### config.mk
export PLATFORM = sky130hd
export DESIGN_NAME = cbfp_block_ctrl
export DESIGN_NICKNAME = d
export VERILOG_FILES = /design/src/rtl/cbfp_block_ctrl.sv
export SDC_FILE = /design/constraint.sdc
export NUM_CORES = 2
export LEC_CHECK = 0
export ABC_AREA = 1
export CORE_MARGIN = 1.5
export CORE_UTILIZATION = 30
export CTS_BUF_LIST = sky130_fd_sc_hd__clkbuf_16
export DETAILED_ROUTE_END_ITERATION = 16
export SLEW_MARGIN = 20
export SYNTH_ARGS = -nofsm -noshare
export SYNTH_HDL_FRONTEND = slang
export SYNTH_SLANG_ARGS = --single-unit
### constraint.sdc
create_clock -name clk -period 9.43 [get_ports clk]
set_input_delay 2.829 -clock clk [delete_from_list [all_inputs] [get_ports clk]]
set_output_delay 2.829 -clock clk [all_outputs]
set_load 0.05 [all_outputs]
### src/rtl/cbfp_block_ctrl.sv
// Block-floating-point controller: captures complex samples into a ping-pong buffer,
// tracks each block's largest magnitude index and drains it with one common arithmetic shift.
module cbfp_block_ctrl #(
  parameter int IN_W    = 25,
  parameter int OUT_W   = 13,
  parameter int BLK_LEN = 16
) (
  input  logic                  clk,
  input  logic                  rst_n,
  input  logic                  din_valid,
  output logic                  din_ready,
  input  logic [IN_W-1:0]       din_re,
  input  logic [IN_W-1:0]       din_im,
  output logic                  dout_valid,
  input  logic                  dout_ready,
  output logic [OUT_W-1:0]      dout_re,
  output logic [OUT_W-1:0]      dout_im,
  output logic                  dout_last,
  output logic [$clog2(IN_W):0] dout_exp
);

  localparam int EXP_W = $clog2(IN_W) + 1;
  localparam int PTR_W = $clog2(BLK_LEN);
  localparam logic [PTR_W-1:0] LAST_PTR = PTR_W'(BLK_LEN - 1);

  typedef enum logic [1:0] {
    B_EMPTY,
    B_FILLING,
    B_FULL,
    B_DRAINING
  } bank_state_e;

  typedef enum logic {
    R_IDLE,
    R_DRAIN
  } rd_state_e;

  // Folding negative values onto their complement turns "highest 0 below the sign"
  // into "highest 1", and maps both 0 and -1 to index 0.
  function automatic logic [EXP_W-1:0] mag_index(input logic [IN_W-1:0] x);
    logic [IN_W-2:0] y;
    mag_index = '0;
    y = x[IN_W-2:0] ^ {(IN_W-1){x[IN_W-1]}};
    for (int i = 0; i < IN_W - 1; i++) begin
      if (y[i]) mag_index = EXP_W'(i);
    end
  endfunction

  function automatic logic [EXP_W-1:0] max_k(input logic [EXP_W-1:0] a,
                                             input logic [EXP_W-1:0] b);
    max_k = (a > b) ? a : b;
  endfunction

  function automatic logic [EXP_W-1:0] shift_of(input logic [EXP_W-1:0] k);
    int s;
    s = int'(k) + 2 - OUT_W;
    shift_of = (s > 0) ? EXP_W'(s) : '0;
  endfunction

  logic [IN_W-1:0]  mem_re_q [2][BLK_LEN];
  logic [IN_W-1:0]  mem_im_q [2][BLK_LEN];

  bank_state_e      bank_st_q [2];
  bank_state_e      bank_st_d [2];
  logic [EXP_W-1:0] kmax_q    [2];
  logic [EXP_W-1:0] kmax_d    [2];
  logic [EXP_W-1:0] shift_q   [2];
  logic [EXP_W-1:0] shift_d   [2];

  logic             wbank_q, wbank_d;
  logic             rbank_q, rbank_d;
  logic             other_rbank;
  logic [PTR_W-1:0] wptr_q, wptr_d;
  logic [PTR_W-1:0] rptr_q, rptr_d;
  rd_state_e        rd_st_q, rd_st_d;

  logic             din_ready_q, din_ready_d;
  logic             dout_valid_q, dout_valid_d;
  logic             dout_last_q, dout_last_d;
  logic [OUT_W-1:0] dout_re_q, dout_re_d;
  logic [OUT_W-1:0] dout_im_q, dout_im_d;
  logic [EXP_W-1:0] dout_exp_q, dout_exp_d;

  logic             wr_fire;
  logic             out_free;
  logic [EXP_W-1:0] din_k;
  logic [EXP_W-1:0] blk_k;
  logic signed [IN_W-1:0] rd_re, rd_im;

  assign wr_fire     = din_valid && din_ready_q;
  assign out_free    = !dout_valid_q || dout_ready;
  assign other_rbank = ~rbank_q;
  assign din_k       = max_k(mag_index(din_re), mag_index(din_im));
  assign blk_k       = (wptr_q == '0) ? din_k : max_k(kmax_q[wbank_q], din_k);
  assign rd_re       = $signed(mem_re_q[rbank_q][rptr_q]);
  assign rd_im       = $signed(mem_im_q[rbank_q][rptr_q]);

  // Write side, read side and the output skid register share the bank states, so they
  // are resolved together: write effects first, then the read side may override them.
  always_comb begin
    bank_st_d    = bank_st_q;
    kmax_d       = kmax_q;
    shift_d      = shift_q;
    wbank_d      = wbank_q;
    wptr_d       = wptr_q;
    rbank_d      = rbank_q;
    rptr_d       = rptr_q;
    rd_st_d      = rd_st_q;
    dout_valid_d = dout_valid_q;
    dout_last_d  = dout_last_q;
    dout_re_d    = dout_re_q;
    dout_im_d    = dout_im_q;
    dout_exp_d   = dout_exp_q;

    if (wr_fire) begin
      kmax_d[wbank_q] = blk_k;
      if (wptr_q == LAST_PTR) begin
        bank_st_d[wbank_q] = B_FULL;
        shift_d[wbank_q]   = shift_of(blk_k);
        wptr_d             = '0;
        wbank_d            = ~wbank_q;
      end else begin
        wptr_d = wptr_q + 1'b1;
        if (bank_st_q[wbank_q] == B_EMPTY) bank_st_d[wbank_q] = B_FILLING;
      end
    end

    if (dout_valid_q && dout_ready) dout_valid_d = 1'b0;

    case (rd_st_q)
      R_IDLE: begin
        if (bank_st_q[rbank_q] == B_FULL) begin
          bank_st_d[rbank_q] = B_DRAINING;
          rptr_d             = '0;
          rd_st_d            = R_DRAIN;
        end
      end
      R_DRAIN: begin
        if (out_free) begin
          dout_valid_d = 1'b1;
          dout_re_d    = OUT_W'(rd_re >>> shift_q[rbank_q]);
          dout_im_d    = OUT_W'(rd_im >>> shift_q[rbank_q]);
          dout_exp_d   = shift_q[rbank_q];
          dout_last_d  = (rptr_q == LAST_PTR);
          rptr_d       = rptr_q + 1'b1;
          // The bank is released once its last sample sits in the output register;
          // the write side may already have started refilling its fetched slots.
          if (rptr_q == LAST_PTR) begin
            bank_st_d[rbank_q] = (wbank_d == rbank_q && wptr_d != '0) ? B_FILLING : B_EMPTY;
            rbank_d            = other_rbank;
            if (bank_st_q[other_rbank] == B_FULL) begin
              bank_st_d[other_rbank] = B_DRAINING;
            end else begin
              rd_st_d = R_IDLE;
            end
          end
        end
      end
      default: rd_st_d = R_IDLE;
    endcase

    // A draining bank accepts new writes only into slots that have already been fetched.
    din_ready_d = (bank_st_d[wbank_d] == B_EMPTY) ||
                  (bank_st_d[wbank_d] == B_FILLING) ||
                  ((bank_st_d[wbank_d] == B_DRAINING) && (wptr_d < rptr_d));
  end

  always_ff @(posedge clk or negedge rst_n) begin
    if (!rst_n) begin
      bank_st_q    <= '{default: B_EMPTY};
      kmax_q       <= '{default: '0};
      shift_q      <= '{default: '0};
      wbank_q      <= 1'b0;
      wptr_q       <= '0;
      rbank_q      <= 1'b0;
      rptr_q       <= '0;
      rd_st_q      <= R_IDLE;
      din_ready_q  <= 1'b1;
      dout_valid_q <= 1'b0;
      dout_last_q  <= 1'b0;
      dout_re_q    <= '0;
      dout_im_q    <= '0;
      dout_exp_q   <= '0;
    end else begin
      bank_st_q    <= bank_st_d;
      kmax_q       <= kmax_d;
      shift_q      <= shift_d;
      wbank_q      <= wbank_d;
      wptr_q       <= wptr_d;
      rbank_q      <= rbank_d;
      rptr_q       <= rptr_d;
      rd_st_q      <= rd_st_d;
      din_ready_q  <= din_ready_d;
      dout_valid_q <= dout_valid_d;
      dout_last_q  <= dout_last_d;
      dout_re_q    <= dout_re_d;
      dout_im_q    <= dout_im_d;
      dout_exp_q   <= dout_exp_d;
    end
  end

  always_ff @(posedge clk) begin
    if (wr_fire) begin
      mem_re_q[wbank_q][wptr_q] <= din_re;
      mem_im_q[wbank_q][wptr_q] <= din_im;
    end
  end

  assign din_ready  = din_ready_q;
  assign dout_valid = dout_valid_q;
  assign dout_last  = dout_last_q;
  assign dout_re    = dout_re_q;
  assign dout_im    = dout_im_q;
  assign dout_exp   = dout_exp_q;

endmodule

* Word-level counts from Yosys, hierarchy flattened
Memory sizes are Yosys's and may differ from the RTL's.
Index checks and enable logic that the tools add are counted.
** Storage, ports and cells
- Register bits after elaboration :: 74
- Latch bits :: 0
- Memory bits (writable) :: 1600
- Bits in read-only memories :: 0
- Word-level logic and storage cells :: 197
- Memories kept :: 2
** Cells by class
- Add/subtract/negate cells :: 4
- Multiply operators :: 0
- Divide/modulo/power cells :: 0
- Magnitude comparators :: 14
- Equality and inequality tests :: 7
- Shift operators :: 2
- Multiplexer cells :: 113
- Bitwise operators :: 19
- Reductions and logical operators :: 19
** Memories
- mem_im_q :: depth 2, width 400, rd ports 1, clocked after Yosys merged registers in 0, write ports 1, line 61 : logic [IN_W-1:0] mem_im_q [2][BLK_LEN];
- mem_re_q :: depth 2, width 400, rd ports 1, clocked after Yosys merged registers in 0, write ports 1, line 60 : logic [IN_W-1:0] mem_re_q [2][BLK_LEN];
** Operator list (number)
- 400-bit two-way mux :: 1
- 6-bit two-way mux :: 55
- 25-bit binary-select mux with 4-bit select :: 2
- 25-bit two-way mux :: 5
- 25-bit demux with 4-bit select :: 1
- 25-bit by 6-bit >>> shifter with 13-bit output :: 2
- 24-bit bitwise XOR :: 2
- 4-bit two-way mux :: 11
- 2-bit two-way mux :: 15
- 12-bit bitwise mux :: 2
- 4-bit case mux with 2 select lines :: 2
- 1-bit two-way mux :: 13
- 6-bit greater-than comparator :: 2
- 5-bit >= comparator (second input constant) :: 2
- 4-bit inverter with 5-bit output :: 2
- 4-bit by 1-bit adder with 4-bit output (second input constant) :: 2
- 4-bit equality test (second input constant) :: 2
- 2-bit >= comparator (second input constant) :: 4
- 8-bit by 1-bit greater-than comparator with 1-bit output (second input constant) :: 1
- 1-bit logical AND :: 8
- 1-bit inverter with 2-bit output :: 4
- 4-bit OR :: 2
- 7-bit by 4-bit subtractor with 8-bit output (second input constant) :: 1
- 6-bit by 2-bit adder with 7-bit output (second input constant) :: 1
- other kinds (21) :: 36

* Depth between registers and ports, before layout
- Depth in word-level cells :: 34
- Gate-level depth with buffers :: 56
- Gate-level depth less buffers :: 55

* Least setup slack after synthesis
OpenSTA, ideal clock, no wires.
- Kind :: input to register
- From :: input port din_valid
- To :: memory mem_im_q[0][100] (netlist bit), enable pin
- Setup time :: 581 ps
- Arrival :: 7766 ps
- Data required time :: 8849 ps
- Path slack :: 1083 ps
- Cell stages on the path :: 2
- Buffers on the path :: 0
- Path through :: nand2_1 -> nor4_1
** Between the ends
- Cells in the longest elaborated chain, start to end :: 3
** RTL lines
- start, declared :: line 10 : input logic din_valid,
- 1-bit logical AND :: line 90 : assign wr_fire = din_valid && din_ready_q;
- 1-bit two-way mux :: line 203 : if (wr_fire) begin
- 400-bit two-way mux (not written as such) :: line 205 : mem_im_q[wbank_q][wptr_q] <= din_im;
- end, declared :: line 61
Every way passes these cells.

* Final worst setup path
- From :: input port din_re[1]
- To :: register shift_q[2] (netlist bit)
** Between the ends
- Cells in the longest elaborated chain, start to end :: 34
** RTL lines
- start, declared :: line 12 : input logic [IN_W-1:0] din_re,
- 24-bit bitwise XOR (*) :: line 43 : y = x[IN_W-2:0] ^ {(IN_W-1){x[IN_W-1]}};
- 1-bit two-way mux (*) :: line 45 : if (y[i]) mag_index = EXP_W'(i);
- 6-bit two-way mux (*) (22 in series) :: line 45
- 6-bit greater-than comparator :: line 51 : max_k = (a > b) ? a : b;
- 6-bit two-way mux (*) :: line 51
- 6-bit greater-than comparator :: line 51
- 6-bit two-way mux :: line 51
- 6-bit two-way mux (*) :: line 94 : assign blk_k = (wptr_q == '0) ? din_k : max_k(kmax_q[wbank_q], din_k);
- via blk_k[1] :: line 87 : logic [EXP_W-1:0] blk_k;
- 6-bit by 2-bit adder with 7-bit output (*) :: line 56 : s = int'(k) + 2 - OUT_W;
- 7-bit by 4-bit subtractor with 8-bit output (*) :: line 56
- 8-bit by 1-bit greater-than comparator with 1-bit output :: line 57 : shift_of = (s > 0) ? EXP_W'(s) : '0;
- 6-bit two-way mux (*) :: line 57
- 12-bit bitwise mux (*) :: line 119 : shift_d[wbank_q] = shift_of(blk_k);
- end signal, assigned :: line 187 : shift_q <= shift_d;
- end, declared :: line 67 : logic [EXP_W-1:0] shift_q [2];
The timed path passes the listed nets; every way through them passes the cells marked *.
A chain may end at the register's enable or synchronous reset.

==> results.cfg <==
[run_status]
outcome = completed

[sta]
period_share = 0.874
worst_pin_slew_ps = 1270
rsz0062_at_grt = no
fmax_ghz = 0.121
final_max_slew_viol_count = 0
max-slew-margin-rel = 0.144
setup_viol = 0
skew_ps = 39.5
setup_tns_ps = 0
hold_violations = 0
timing.final.crit_period_ps = 8240

[power_and_ir_drop]
pwr-share-comb = 0.389
power.leakage_nw = 25.3
intPower_mw = 14.7
ir_worst_vdd_v = 0.000288
finalPower_mw = 24.9
seq_power_share = 0.355
switching_share = 0.409
power_switching_mw = 10.2
power.density_nw_per_um2 = 317
p_clk_frac = 0.255

[yosys]
synth_cell_type_count = 62
synthXorXnorAreaFrac = 0.00701
synthFlopType = edfxtp_1
yosysWarnings = 0
synth_top_family_by_area = compound AO/OA/AOI/OAI gates
synth-adder-area-share = 0.00346
synthMuxAreaShare = 0.00364
async_flop_share = 0.0442
yosys.area.top_type = edfxtp_1
synth_compound_area_frac = 0.142
yosys.area_share.simple = 0.0881
synth_top_area_frac = 0.699
synth_fp_nets = 5527
syn_area_um2 = 68700
syn_area_per_cell_um2 = 12.6
ys_top_cells_by_area = edfxtp_1 70%, o21ai_0 8.0%, nor2_1 5.3%
synth_edf_count = 1600
synth_cells = 5454
synth-seq-area-share = 0.726
ys_seq_elements = 1674

[clock_tree]
clock_latency_ps = 830
clkSlewWorstSetupHoldPaths_ps = 60
cts_buffer_depth = 3
tritoncts = done
cts.sinks = 1674
post_cts_buffers = 0
h-tree-depth = 4
cts-resized-gates = 0
cts_root_buf = clkbuf_16
numCtsBuffers = 168
cts_hold_buf = 0

[layout]
fin_util = 0.346
layoutNonFillerInstCount = 8637
final_nets = 5563
final_area_um2 = 78600
drive_above_1_share = 0.0884
syn2layout_area_growth_pct = 14.4
nFillCells = 21800

[die]
coreArea_um2 = 227000
die_h_um = 482
dieWidth_um = 482
dieArea_um2 = 232000
rows = 175
io_pins = 89
initial_utilization = 0.302

[worst_hold_path]
hold_path.class = flip-flop to flip-flop
hold_path.startpoint = shift_q[0]$_DFFE_PN0P_
min_to = shift_q[0]$_DFFE_PN0P_
hold_depth = 2

[run]
maxCapViolations = 0

[setup_path]
r2r_end = dout_im[4]$_DFFE_PN0P_
crit_arrival_ps = 9000
critPathSlowestCell = clkdlybuf4s50_1
cp_top_family = simple AND/OR/NAND/NOR gates
slowest_delay_ps = 680
crit_top_cell = nand2_1
path_class = primary input to flip-flop
cp.required_ps = 10190
critPathBufInv = 8
crit_fanout = 7
r2r-start = rptr_q[0]$_DFF_PN0_
cp-end-kind = flip-flop
startpoint_type = primary input
regToRegSetupSlack_ps = 4030
r2r_cells = 16

[global_route]
grtUsageTotal = 0.180
grt_busiest_layer = met2
grt_use_met3 = 0.0282
overflow = 0
grt_util_met2 = 0.290
grt_pass1_wl_um = 309000
grt_max_degree = 201
grt_pass1_vias = 43900
met1_usage = 0.243
antenna_found_initial = 7

[place]
place_congestion = 0.872
port_buffers = 88
post_dp_cell_area_um2 = 73400
dp_hpwl_um = 117000
place_inst = 8327

[detailed_routing]
viasPerCell = 5.37
drc_errors = 0
dr.pass1.iters = 6
first_iter_violations = 5806
wl_per_cell_um = 24.8
num_vias = 46400
ant_nets = 0
drt-total-wl_um = 214000
layout by cell type, fill, tap and decap left out, types with 5 or more instances in the layout:
cell	instances
edfxtp_1	1600
o21ai_0	1086
nor2_1	970
nand2_1	313
o22ai_1	207
o221ai_1	199
clkbuf_16	171
buf_4	166
nand3_1	157
inv_1	122
clkdlybuf4s50_1	84
o211ai_1	69
dfrtp_1	68
clkinv_1	46
a21oi_1	43
o21ai_1	37
xnor2_1	29
mux2i_1	25
clkinv_2	22
nor3_2	20
ha_1	19
nor2_4	10
bufinv_16	10
o21ai_2	9
xnor2_2	8
or2_2	8
a31oi_1	8
inv_2	8
buf_12	8
inv_6	5
nor3_1	5
or2_1	5
clkinvlp_4	5
dfrtp_4	5
stage by stage:
| step | setup slack, ps | hold slack [ps] |
|---|---|---|
| after floorplan | 1080 | 442 |
| after global placement | 362 | 464 |
| after detailed placement | 438 | 462 |
| after CTS | 1280 | 478 |
| after global routing | 511 | 505 |
| final | 1190 | 480 |
power by group through the flow:
| stage | clock network (mW) | registers (mW) | logic (mW) |
|---|---|---|---|
| finish | 6.37 | 8.86 | 9.71 |
| global route | 6.72 | 8.88 | 10.5 |
| CTS | 6.45 | 8.85 | 9.55 |
| detailed placement | 0 | 9.00 | 9.52 |
| global placement | 0 | 9.00 | 9.44 |
| floorplan | 0 | 9.09 | 5.82 |
area by class of cell:
type,count,area [um^2],area share
Sequential cell,1674,49900,0.635
Multi-Input combinational cell,3288,17000,0.216
Clock buffer,171,4280,0.0544
Tap cell,3009,3760,0.0479
Timing Repair Buffer,264,2340,0.0298
Clock inverter,133,913,0.0116
Inverter,94,380,0.00484
Antenna cell,4,10.0,0.000127
how the worst max path moves through the flow:
stage	cells after the start	slack, ps	startpoint	end
after global placement	54	360	din_re[1]	shift_q[8]$_DFFE_PN0P_
after detailed placement	54	440	din_re[1]	shift_q[8]$_DFFE_PN0P_
after CTS	54	1280	din_re[1]	shift_q[8]$_DFFE_PN0P_
final	54	1190	din_re[1]	shift_q[2]$_DFFE_PN0P_
after global routing	55	510	din_re[1]	shift_q[7]$_DFFE_PN0P_
after floorplan	2	1080	din_valid	mem_im_q[0][100]$_DFFE_PP_
worst register-to-register path: stages, from the launching register on:
cell,delay (ps)
dfrtp_4,950
inv_8,500
buf_12,440
o21ai_0,340
o221ai_1,140
nand3_1,140
o21ai_0,80
o21ai_0,970
inv_1,320
nand2_1,130
o21ai_1,90
mux2i_1,350
nand2_1,90
nand2_1,120
nor2_1,50
o311ai_1,450
a21oi_1,120
registers in the layout, summed over array words and instances, names as in the netlist:
| name | cells |
|---|---|
| bank_st_q | 4 |
| kmax_q | 12 |
| rd_st_q | 1 |
| wbank_q | 1 |
| dout_exp | 6 |
| mem_im_q | 800 |
| dout_im | 13 |
| wptr_q | 4 |
| rptr_q | 4 |
| mem_re_q | 800 |
| din_ready | 1 |
| rbank_q | 1 |
| dout_valid | 1 |
| shift_q | 12 |
| dout_re | 13 |
| dout_last | 1 |
metal layers:
metal  wire [um]  part of all wire
met5          13          0.000061
met4        7790             0.036
met3       16600             0.077
met2      100000              0.47
met1       89500              0.42
cell usage after synthesis, types with 4 or more instances:
cell and n:
inv_1 81, o221ai_1 199, nand3_2 4, a21oi_1 43, o21ai_2 7, buf_1 17
mux2i_1 25, o21ai_1 34, nor3_1 25, dfrtp_1 73, o22ai_1 207, o21ai_0 1093
or2_2 8, edfxtp_1 1600, nor2_2 5, o211ai_1 69, inv_2 9, nand3_1 157
or2_1 5, a31oi_1 8, nand2_1 313, xnor2_2 8, buf_4 8, ha_1 19
clkbuf_1 274, xnor2_1 29, nor2_1 978, buf_2 93, clkinv_1 4
logic make-up (layout without fill, tap and decap cells):
group / Yosys count / in the layout
other: 0 / 4
DFF: 1674 / 1674
muxes: 25 / 25
xor gates and xnor gates: 43 / 43
AOI/OAI and AO/OA: 1688 / 1688
adders and majority gates: 19 / 19
buffers and inverters: 492 / 662
and+or+nand+nor: 1513 / 1513
Note: power is estimated with default switching activity, not from simulation.
